`src/rtl/doce_cfg_loader.sv`:
```
// doce_cfg_loader
//   AXI-Lite master that programs the DoCE MAC/IP address register block and
//   then reads every register back to confirm the values stuck.
//
//   A start pulse latches three 48-bit MAC IDs and one IPv4 address. The loader
//   then writes seven 32-bit registers, reads the same seven back and compares
//   each one with the value it wrote. A one-cycle done pulse ends every run.
//   At that point err/err_code/err_idx describe the first failure, if any.
//
//   Register table (address BASE_ADDR + 4*idx):
//     0: host[31:0]   1: {16'h0, host[47:32]}
//     2: dev[31:0]    3: {16'h0, dev[47:32]}
//     4: doce[31:0]   5: {16'h0, doce[47:32]}
//     6: ip
//
// Ports
//   axi_lite_aclk, axi_lite_areset       clock, async active-high reset
//   start                                one-cycle request, ignored while busy
//   host_mac_id/dev_mac_id/doce_mac_id   48-bit values to program
//   doce_ip_addr                         32-bit value to program
//   busy, done                           sequence in flight / end-of-run pulse
//   err, err_code, err_idx               sticky failure flag, cause, register
//                                        err_code: 1 bad resp, 2 mismatch,
//                                        3 timeout
//   m_axi_lite_*                         AXI-Lite master (AW, W, B, AR, R)
module doce_cfg_loader #(
    parameter logic [31:0] BASE_ADDR      = 32'h0000_0000,
    parameter int          TIMEOUT_CYCLES = 1024
) (
    input  logic        axi_lite_aclk,
    input  logic        axi_lite_areset,
    input  logic        start,
    input  logic [47:0] host_mac_id,
    input  logic [47:0] dev_mac_id,
    input  logic [47:0] doce_mac_id,
    input  logic [31:0] doce_ip_addr,
    output logic        busy,
    output logic        done,
    output logic        err,
    output logic [1:0]  err_code,
    output logic [2:0]  err_idx,
    output logic        m_axi_lite_awvalid,
    output logic [31:0] m_axi_lite_awaddr,
    input  logic        m_axi_lite_awready,
    output logic        m_axi_lite_wvalid,
    output logic [31:0] m_axi_lite_wdata,
    output logic [3:0]  m_axi_lite_wstrb,
    input  logic        m_axi_lite_wready,
    input  logic        m_axi_lite_bvalid,
    input  logic [1:0]  m_axi_lite_bresp,
    output logic        m_axi_lite_bready,
    output logic        m_axi_lite_arvalid,
    output logic [31:0] m_axi_lite_araddr,
    input  logic        m_axi_lite_arready,
    input  logic        m_axi_lite_rvalid,
    input  logic [31:0] m_axi_lite_rdata,
    input  logic [1:0]  m_axi_lite_rresp,
    output logic        m_axi_lite_rready
);

    localparam int            TW    = $clog2(TIMEOUT_CYCLES);
    localparam logic [TW-1:0] TLAST = TW'(TIMEOUT_CYCLES - 1);
    localparam logic [2:0]    LAST_IDX = 3'd6;

    typedef enum logic [2:0] {
        IDLE    = 3'd0,
        WR_REQ  = 3'd1,
        WR_RESP = 3'd2,
        RD_REQ  = 3'd3,
        RD_RESP = 3'd4,
        FIN     = 3'd5
    } state_t;

    state_t        state;
    logic [47:0]   host_q;
    logic [47:0]   dev_q;
    logic [47:0]   doce_q;
    logic [31:0]   ip_q;
    logic [2:0]    idx;
    logic [TW-1:0] timer;
    // Failure cause/index are collected here and published together with done.
    logic [1:0]    fail_code;
    logic [2:0]    fail_idx;

    logic [2:0]    idx_nxt;
    logic [31:0]   cur_word;
    logic [31:0]   nxt_word;
    logic          aw_ok;
    logic          w_ok;
    logic          progress;
    logic          in_axi;

    // Register word for a given index; unused indices yield zero.
    function automatic logic [31:0] reg_word(input logic [2:0]  i,
                                             input logic [47:0] h,
                                             input logic [47:0] d,
                                             input logic [47:0] c,
                                             input logic [31:0] a);
        case (i)
            3'd0:    return h[31:0];
            3'd1:    return {16'h0000, h[47:32]};
            3'd2:    return d[31:0];
            3'd3:    return {16'h0000, d[47:32]};
            3'd4:    return c[31:0];
            3'd5:    return {16'h0000, c[47:32]};
            3'd6:    return a;
            default: return 32'h0000_0000;
        endcase
    endfunction

    function automatic logic [31:0] reg_addr(input logic [2:0] i);
        return BASE_ADDR + {27'd0, i, 2'b00};
    endfunction

    assign m_axi_lite_bready = (state == WR_RESP);
    assign m_axi_lite_rready = (state == RD_RESP);

    // Per-state progress decode: any state-advancing handshake stops the timeout.
    always_comb begin
        idx_nxt  = idx + 3'd1;
        cur_word = reg_word(idx, host_q, dev_q, doce_q, ip_q);
        nxt_word = reg_word(idx_nxt, host_q, dev_q, doce_q, ip_q);
        // A channel is finished once its valid has dropped or is handshaking now.
        aw_ok    = !m_axi_lite_awvalid || m_axi_lite_awready;
        w_ok     = !m_axi_lite_wvalid || m_axi_lite_wready;
        case (state)
            WR_REQ:  begin progress = aw_ok && w_ok;                              in_axi = 1'b1; end
            WR_RESP: begin progress = m_axi_lite_bvalid;                          in_axi = 1'b1; end
            RD_REQ:  begin progress = m_axi_lite_arvalid && m_axi_lite_arready;   in_axi = 1'b1; end
            RD_RESP: begin progress = m_axi_lite_rvalid;                          in_axi = 1'b1; end
            default: begin progress = 1'b0;                                       in_axi = 1'b0; end
        endcase
    end

    // Sequencer FSM with all AXI request and status outputs registered.
    always_ff @(posedge axi_lite_aclk or posedge axi_lite_areset) begin
        if (axi_lite_areset) begin
            state              <= IDLE;
            host_q             <= 48'h0;
            dev_q              <= 48'h0;
            doce_q             <= 48'h0;
            ip_q               <= 32'h0;
            idx                <= 3'd0;
            timer              <= '0;
            fail_code          <= 2'd0;
            fail_idx           <= 3'd0;
            busy               <= 1'b0;
            done               <= 1'b0;
            err                <= 1'b0;
            err_code           <= 2'd0;
            err_idx            <= 3'd0;
            m_axi_lite_awvalid <= 1'b0;
            m_axi_lite_awaddr  <= 32'h0;
            m_axi_lite_wvalid  <= 1'b0;
            m_axi_lite_wdata   <= 32'h0;
            m_axi_lite_wstrb   <= 4'h0;
            m_axi_lite_arvalid <= 1'b0;
            m_axi_lite_araddr  <= 32'h0;
        end else begin
            done <= 1'b0;
            case (state)
                IDLE: begin
                    if (start) begin
                        host_q             <= host_mac_id;
                        dev_q              <= dev_mac_id;
                        doce_q             <= doce_mac_id;
                        ip_q               <= doce_ip_addr;
                        idx                <= 3'd0;
                        timer              <= '0;
                        fail_code          <= 2'd0;
                        fail_idx           <= 3'd0;
                        err                <= 1'b0;
                        err_code           <= 2'd0;
                        err_idx            <= 3'd0;
                        busy               <= 1'b1;
                        // First write goes out straight from the inputs so that
                        // awvalid/wvalid appear in the cycle after start.
                        m_axi_lite_awvalid <= 1'b1;
                        m_axi_lite_awaddr  <= reg_addr(3'd0);
                        m_axi_lite_wvalid  <= 1'b1;
                        m_axi_lite_wdata   <= reg_word(3'd0, host_mac_id, dev_mac_id,
                                                       doce_mac_id, doce_ip_addr);
                        m_axi_lite_wstrb   <= 4'hF;
                        state              <= WR_REQ;
                    end
                end
                WR_REQ: begin
                    if (progress) begin
                        m_axi_lite_awvalid <= 1'b0;
                        m_axi_lite_wvalid  <= 1'b0;
                        timer              <= '0;
                        state              <= WR_RESP;
                    end else begin
                        // AW and W may complete in different cycles.
                        if (m_axi_lite_awvalid && m_axi_lite_awready) begin
                            m_axi_lite_awvalid <= 1'b0;
                        end
                        if (m_axi_lite_wvalid && m_axi_lite_wready) begin
                            m_axi_lite_wvalid <= 1'b0;
                        end
                    end
                end
                WR_RESP: begin
                    if (progress) begin
                        timer <= '0;
                        if (m_axi_lite_bresp != 2'b00) begin
                            fail_code <= 2'd1;
                            fail_idx  <= idx;
                            state     <= FIN;
                        end else if (idx == LAST_IDX) begin
                            idx                <= 3'd0;
                            m_axi_lite_arvalid <= 1'b1;
                            m_axi_lite_araddr  <= reg_addr(3'd0);
                            state              <= RD_REQ;
                        end else begin
                            idx                <= idx_nxt;
                            m_axi_lite_awvalid <= 1'b1;
                            m_axi_lite_awaddr  <= reg_addr(idx_nxt);
                            m_axi_lite_wvalid  <= 1'b1;
                            m_axi_lite_wdata   <= nxt_word;
                            state              <= WR_REQ;
                        end
                    end
                end
                RD_REQ: begin
                    if (progress) begin
                        m_axi_lite_arvalid <= 1'b0;
                        timer              <= '0;
                        state              <= RD_RESP;
                    end
                end
                RD_RESP: begin
                    if (progress) begin
                        timer <= '0;
                        if (m_axi_lite_rresp != 2'b00) begin
                            fail_code <= 2'd1;
                            fail_idx  <= idx;
                            state     <= FIN;
                        end else if (m_axi_lite_rdata != cur_word) begin
                            fail_code <= 2'd2;
                            fail_idx  <= idx;
                            state     <= FIN;
                        end else if (idx == LAST_IDX) begin
                            state <= FIN;
                        end else begin
                            idx                <= idx_nxt;
                            m_axi_lite_arvalid <= 1'b1;
                            m_axi_lite_araddr  <= reg_addr(idx_nxt);
                            state              <= RD_REQ;
                        end
                    end
                end
                FIN: begin
                    done     <= 1'b1;
                    busy     <= 1'b0;
                    err      <= (fail_code != 2'd0);
                    err_code <= fail_code;
                    err_idx  <= fail_idx;
                    state    <= IDLE;
                end
                default: begin
                    state <= IDLE;
                end
            endcase

            // Stalled AXI state: count, and abort with every valid dropped when
            // the budget runs out. Overrides the partial-handshake updates above.
            if (in_axi && !progress) begin
                if (timer == TLAST) begin
                    fail_code          <= 2'd3;
                    fail_idx           <= idx;
                    m_axi_lite_awvalid <= 1'b0;
                    m_axi_lite_wvalid  <= 1'b0;
                    m_axi_lite_arvalid <= 1'b0;
                    state              <= FIN;
                end else begin
                    timer <= timer + TW'(1);
                end
            end
        end
    end

endmodule

```
`config.mk`:
```
export PLATFORM = sky130hd
export DESIGN_NAME = doce_cfg_loader
export DESIGN_NICKNAME = d
export VERILOG_FILES = /design/src/rtl/doce_cfg_loader.sv
export SDC_FILE = /design/constraint.sdc
export NUM_CORES = 1
export LEC_CHECK = 0
export CORE_ASPECT_RATIO = 0.6
export CORE_MARGIN = 2
export CORE_UTILIZATION = 50
export DETAILED_ROUTE_END_ITERATION = 8
export PLACE_DENSITY = 0.81
export REMOVE_ABC_BUFFERS = 1
export SLEW_MARGIN = 0
export SYNTH_ARGS = -nofsm -noshare
export SYNTH_HDL_FRONTEND = slang
export SYNTH_SLANG_ARGS = --single-unit
```
`constraint.sdc`:
```
create_clock -name axi_lite_aclk -period 16.25 [get_ports axi_lite_aclk]
set_input_delay 3.25 -clock axi_lite_aclk [delete_from_list [all_inputs] [get_ports axi_lite_aclk]]
set_output_delay 3.25 -clock axi_lite_aclk [all_outputs]
set_load 0.02 [all_outputs]
```
After elaboration in Yosys (flattened, before gate mapping)
Cells that the tools add are included.
- equality and inequality tests: 28
- add/sub/neg operators: 2
- reductions and logical operators: 26
- mux-type cells: 103
- operator list (operator ; number):
    two-way mux 32 bit ; 14
    case mux 32 bit (7 select lines) ; 2
    case mux 32 bit (2 select lines) ; 3
    two-way mux 3 bit ; 27
    two-way mux 10 bit ; 4
    != test 32 bit ; 1
    two-way mux 1 bit ; 30
    == test 3 bit (second input constant) ; 8
    two-way mux 2 bit ; 10
    case mux 10 bit (2 select lines) ; 1
    == test 3 x 2 -> 1 bit (second input constant) ; 6
    case mux 3 bit (3 select lines) ; 2
    AND reduction 8 bit ; 2
    case mux 3 bit (5 select lines) ; 1
    != test 2 bit (second input constant) ; 6
    nonzero test 2 bit ; 6
    adder 10 x 1 -> 10 bit (second input constant) ; 1
    == test 10 bit (second input constant) ; 1
    == test 3 x 1 -> 1 bit (second input constant) ; 3
    logical NOT 3 bit ; 3
    case mux 1 bit (3 select lines) ; 3
    != test 2 x 1 -> 1 bit (second input constant) ; 3
    case mux 2 bit (3 select lines) ; 1
    case mux 3 bit (2 select lines) ; 1
    11 further kinds ; 20
- output and inout bits: 113
- logic and storage cells: 180
- flip-flop bits (word level): 305
- input port bits: 220

Depth between registers and ports, before layout
- depth after elaboration: 9
- mapped depth: 15
- gate-level depth less buffers: 10

Least setup slack after synthesis
Ideal clock, no wire load.
- path type: input port to flip-flop
- start point: input m_axi_lite_wready
- end point: register timer[9]
- required time: 16.171 ns
- library setup time: 0.079 ns
- buffers on the path: 1
- setup slack: 11.241 ns
- stages: 9
- arrival: 4.929 ns
- path through: nand2b_1 a32oi_1 o21a_1 buf_4 nand2_2 nor2b_2 nand4_1 or3_1 a21oi_1
- word-level cells in the longest chain between the ends: 7
- elaborated cells on any way between the ends: 9
- classes of those cells: mux: 5; reduce/logical: 4
- ends and longest elaborated chain (what ; RTL line ; source):
    start: declaration ; 48 ; input logic m_axi_lite_wready,
    logical OR 1 bit (*) ; 125 ; w_ok = !m_axi_lite_wvalid || m_axi_lite_wready;
    logical AND 1 bit (*) ; 127 ; WR_REQ: begin progress = aw_ok && w_ok; in_axi = 1'b1; end
    case mux 1 bit (4 select lines) (*) ; 126 ; case (state)
    two-way mux 10 bit ; n/a ;
    case mux 10 bit (2 select lines) ; 161 ; case (state)
    two-way mux 10 bit ; 269 ; if (timer == TLAST) begin
    two-way mux 10 bit (*) ; 268 ; if (in_axi && !progress) begin
    end signal: assignment ; 277 ; timer <= timer + TW'(1);
    end: declaration ; 80 ; logic [TW-1:0] timer;
Every way passes the cells marked *; elsewhere a longest branch is shown, timed or not.
A chain may end at the register's enable or synchronous reset.

Final worst setup path
- start point: register state[2]
- end point: output m_axi_lite_bready
- word-level cells in the longest chain between the ends: 1
- ends and longest elaborated chain (what ; RTL line ; source):
    start: declaration ; 74 ; state_t state;
    start signal: assignment ; 138 ; state <= IDLE;
    start signal: assignment ; 184 ; state <= WR_REQ;
    start signal: assignment ; 192 ; state <= WR_RESP;
    == test 3 x 2 -> 1 bit ; 115 ; assign m_axi_lite_bready = (state == WR_RESP);
    end: declaration ; 51 ; output logic m_axi_lite_bready,
No other way between the ends.

==> flow_summary.yaml <==
synth:
  synthSimpleGateAreaFrac_pct: 6.779
  netlist_instances: 1223
  yosysSeqAreaShare_pct: 46.58
  synth_top_family_by_area: "compound AO/OA/AOI/OAI gates"
  synth_seq_cells: 247
  synth_xor_xnor_area_share_pct: 1.650
  ys_types: 62
  netlist_area_mm2: 0.01327
  synth-compound-area-share_pct: 20.01
  synth_ff_type: "dfrtp_1"
  yosys_warnings: 0
  synth_fa_ha_area_share_pct: 0.8486
  synth_mux_area_share_pct: 16.93
  async_flop_share_pct: 100.0
  synth_edf_count: 0
  syn_area_per_cell_um2: 10.85
sta:
  finClkSkew_ns: 0.01240
  slew_headroom_pct: 18.53
  period_share_pct: 38.19
  finalSetupViolCount: 0
  layout_min_cycle_time_ns: 6.207
  rsz0062_at_grt: "false"
  hold_violations: 0
  hold-worst-slack_ns: 0.4750
  finalMaxSlewViolations: 0
  max_freq_mhz: 161.1
  worstMarginPinSlew_ns: 1.222
global_route:
  grt_antenna_before_repair: 6
  grt_pass1_vias: 10890
  grt_overflow: 0
  grt_use_total_pct: 29.02
  grt_max_degree: 88
  grt_pass1_wl_um: 63230
die:
  fp.coreArea_mm2: 0.02625
  die_h_um: 130.2
  die_w_um: 214.3
  design.die.area_mm2: 0.02790
  initial_core_util_pct: 50.56
  boundaryPins: 333
  rows: 46
place:
  dp_hpwl_um: 27310
  finalWeightedCongestion: 0.8824
  port_buffers: 274
  dpl.cell_count: 1772
clocking:
  htreeDepth: 1
  ctsHoldBuffers: 0
  post_cts_buffers: 0
  cts_tree: "yes"
  cts_buffers: 25
  postCtsResizedCells: 0
  clk_pin_slew_ns: 0.06
  clk_path_buf_depth: 3
  cts_root_buffer: "clkbuf_16"
  cts_sinks: 247
  insertion_delay_ns: 0.53
outcome:
  status: "finished, final reports clean"
worst_setup_path:
  r2r-end: "m_axi_lite_araddr[4]"
  cp_data_required_time_ns: 13.00
  path_class: "register to output port"
  cp_max_fo: 45
  path_cells: "nor2b_1 > nand2b_2 > buf_4 > inv_2 > clkdlybuf4s50_1"
  crit_path_end_kind: "output port"
  crit_arrival_ns: 2.96
  max_stage_delay_ns: 0.71
  slowest_stage: "dfrtp_1"
  crit_path_end: "m_axi_lite_bready"
  r2r_slack_ns: 10.96
  crit_start: "state[2]"
  reg2reg_depth: 11
  cp-start-kind: "register"
  r2r_start: "idx[0]"
detailed_routing:
  drtIter0Drc: 1310
  totalWireLength_um: 41090
  wl_per_cell_um: 22.61
  drc: 0
  vias: 11200
  drtAntennaViolNets: 0
  first_pass_iters: 7
  via_per_inst: 6.162
final_layout:
  final_nets: 1668
  fillCellCount: 2099
  seqCellArea_mm2: 0.006182
  drive_above_1_share_pct: 18.60
  finalNonFillerCells: 1817
  layout_common_cells: "274 x clkdlybuf4s50_1, 246 x dfrtp_1, 196 x mux2_2"
  final_common_cell: "clkdlybuf4s50_1"
  area_growth_pct: 25.94
  multi_input_area_mm2: 0.006405
  finish.utilization_pct: 63.68
run:
  maxCapViolCount: 0
hold_path:
  hold_class: "register to register"
power:
  leakage_nw: 6.660
  irDropWorstVdd_mv: 0.1417
  pwr_density_cell_mw_per_mm2: 205.5
[logic make-up after synthesis]
logic type                 Yosys count
AOI/OAI and AO/OA                  390
muxes                              200
DFF                                247
buffers and inverters              168
xor gates and xnor gates            25
other                                1
and+or+nand+nor                    183
adders and majority gates            9
[cell type report]
cell class | count | area share (%)
Antenna cell | 5 | 0.07487
Clock buffer | 36 | 4.290
Clock inverter | 4 | 0.2695
Inverter | 12 | 0.3144
Multi-Input combinational cell | 865 | 38.32
Sequential cell | 247 | 36.99
Tap cell | 360 | 2.695
Timing Repair Buffer | 288 | 17.04
[flip-flops by register name, indices dropped and copies added (netlist names), 10 cells and up]
| name | flops |
|---|---|
| dev_q | 48 |
| doce_q | 48 |
| host_q | 48 |
| ip_q | 32 |
| m_axi_lite_wdata | 32 |
| timer | 10 |
[critical path: cells and delay by family (launching register included)]
| kind | cells | cell delay (ns) |
|---|---|---|
| buffers and inverters | 3 | 1.41 |
| DFF | 1 | 0.71 |
| and+or+nand+nor | 2 | 0.31 |
[worst min-delay path by stage]
stage / cells after the start / from / to
2_1_floorplan: 1 / timer[7] / timer[7]
3_3_place_gp: 1 / busy / busy
3_5_place_dp: 1 / busy / busy
4_1_cts: 1 / busy / busy
5_1_grt: 1 / busy / busy
6_report: 2 / m_axi_lite_wdata[2] / m_axi_lite_wdata[2]
[cell usage after synthesis (all sizes together), types with 4 or more instances]
library cell  number  area, um^2
a31oi             10       62.56
o21ai             65       325.3
or3                4       25.02
nand4             10       62.56
o31ai              5       42.54
and3              11       68.82
a21o               6       45.04
nand3             10       50.05
xor2               4       35.03
a21oi            103       515.5
mux2i              4       40.04
dfrtp            247        6181
nor2b             10       65.06
buf               92       666.9
nor2              27       103.9
nor3              14       70.07
mux2             196        2207
ha                 9       112.6
xnor2             21       183.9
inv               11       41.29
a22oi             94       705.7
nand2             71       269.0
clkbuf            64       240.2
o211ai             6       45.04
nor4               6       43.79
nand2b             8       50.05
and2               5       31.28
a222oi            16       160.2
a221oi            33       301.5
a22o              23       201.4
[through the flow]
step	power, mW	setup TNS (ns)	setup WS [ns]	cell area [um^2]
2_1_floorplan	2.359	-1568.42	-7.448	12580
3_3_place_gp	2.786	0	9.795	15940
3_5_place_dp	2.846	0	9.651	15940
4_1_cts	3.414	0	10.09	16700
5_1_grt	3.648	0	9.933	16700
6_report	3.435	0	10.04	16710
[per-layer routing]
metal  wire (um)  global-route usage (%)  up-vias
met5          37                       0        -
met4        1047                   8.047        6
met3        4386                   8.205       81
met2       18140                   44.50      595
met1       17470                   40.59     5590
li1            -                       -     4925
[where the power goes]
part | switching [mW] | internal, mW | leakage (nW)
Clock | 0.241 | 0.319 | 0.377
Sequential | 0.262 | 0.906 | 3.00
Combinational | 0.915 | 0.792 | 3.28
Total | 1.42 | 2.02 | 6.66
(Power assumes the default switching activity.)
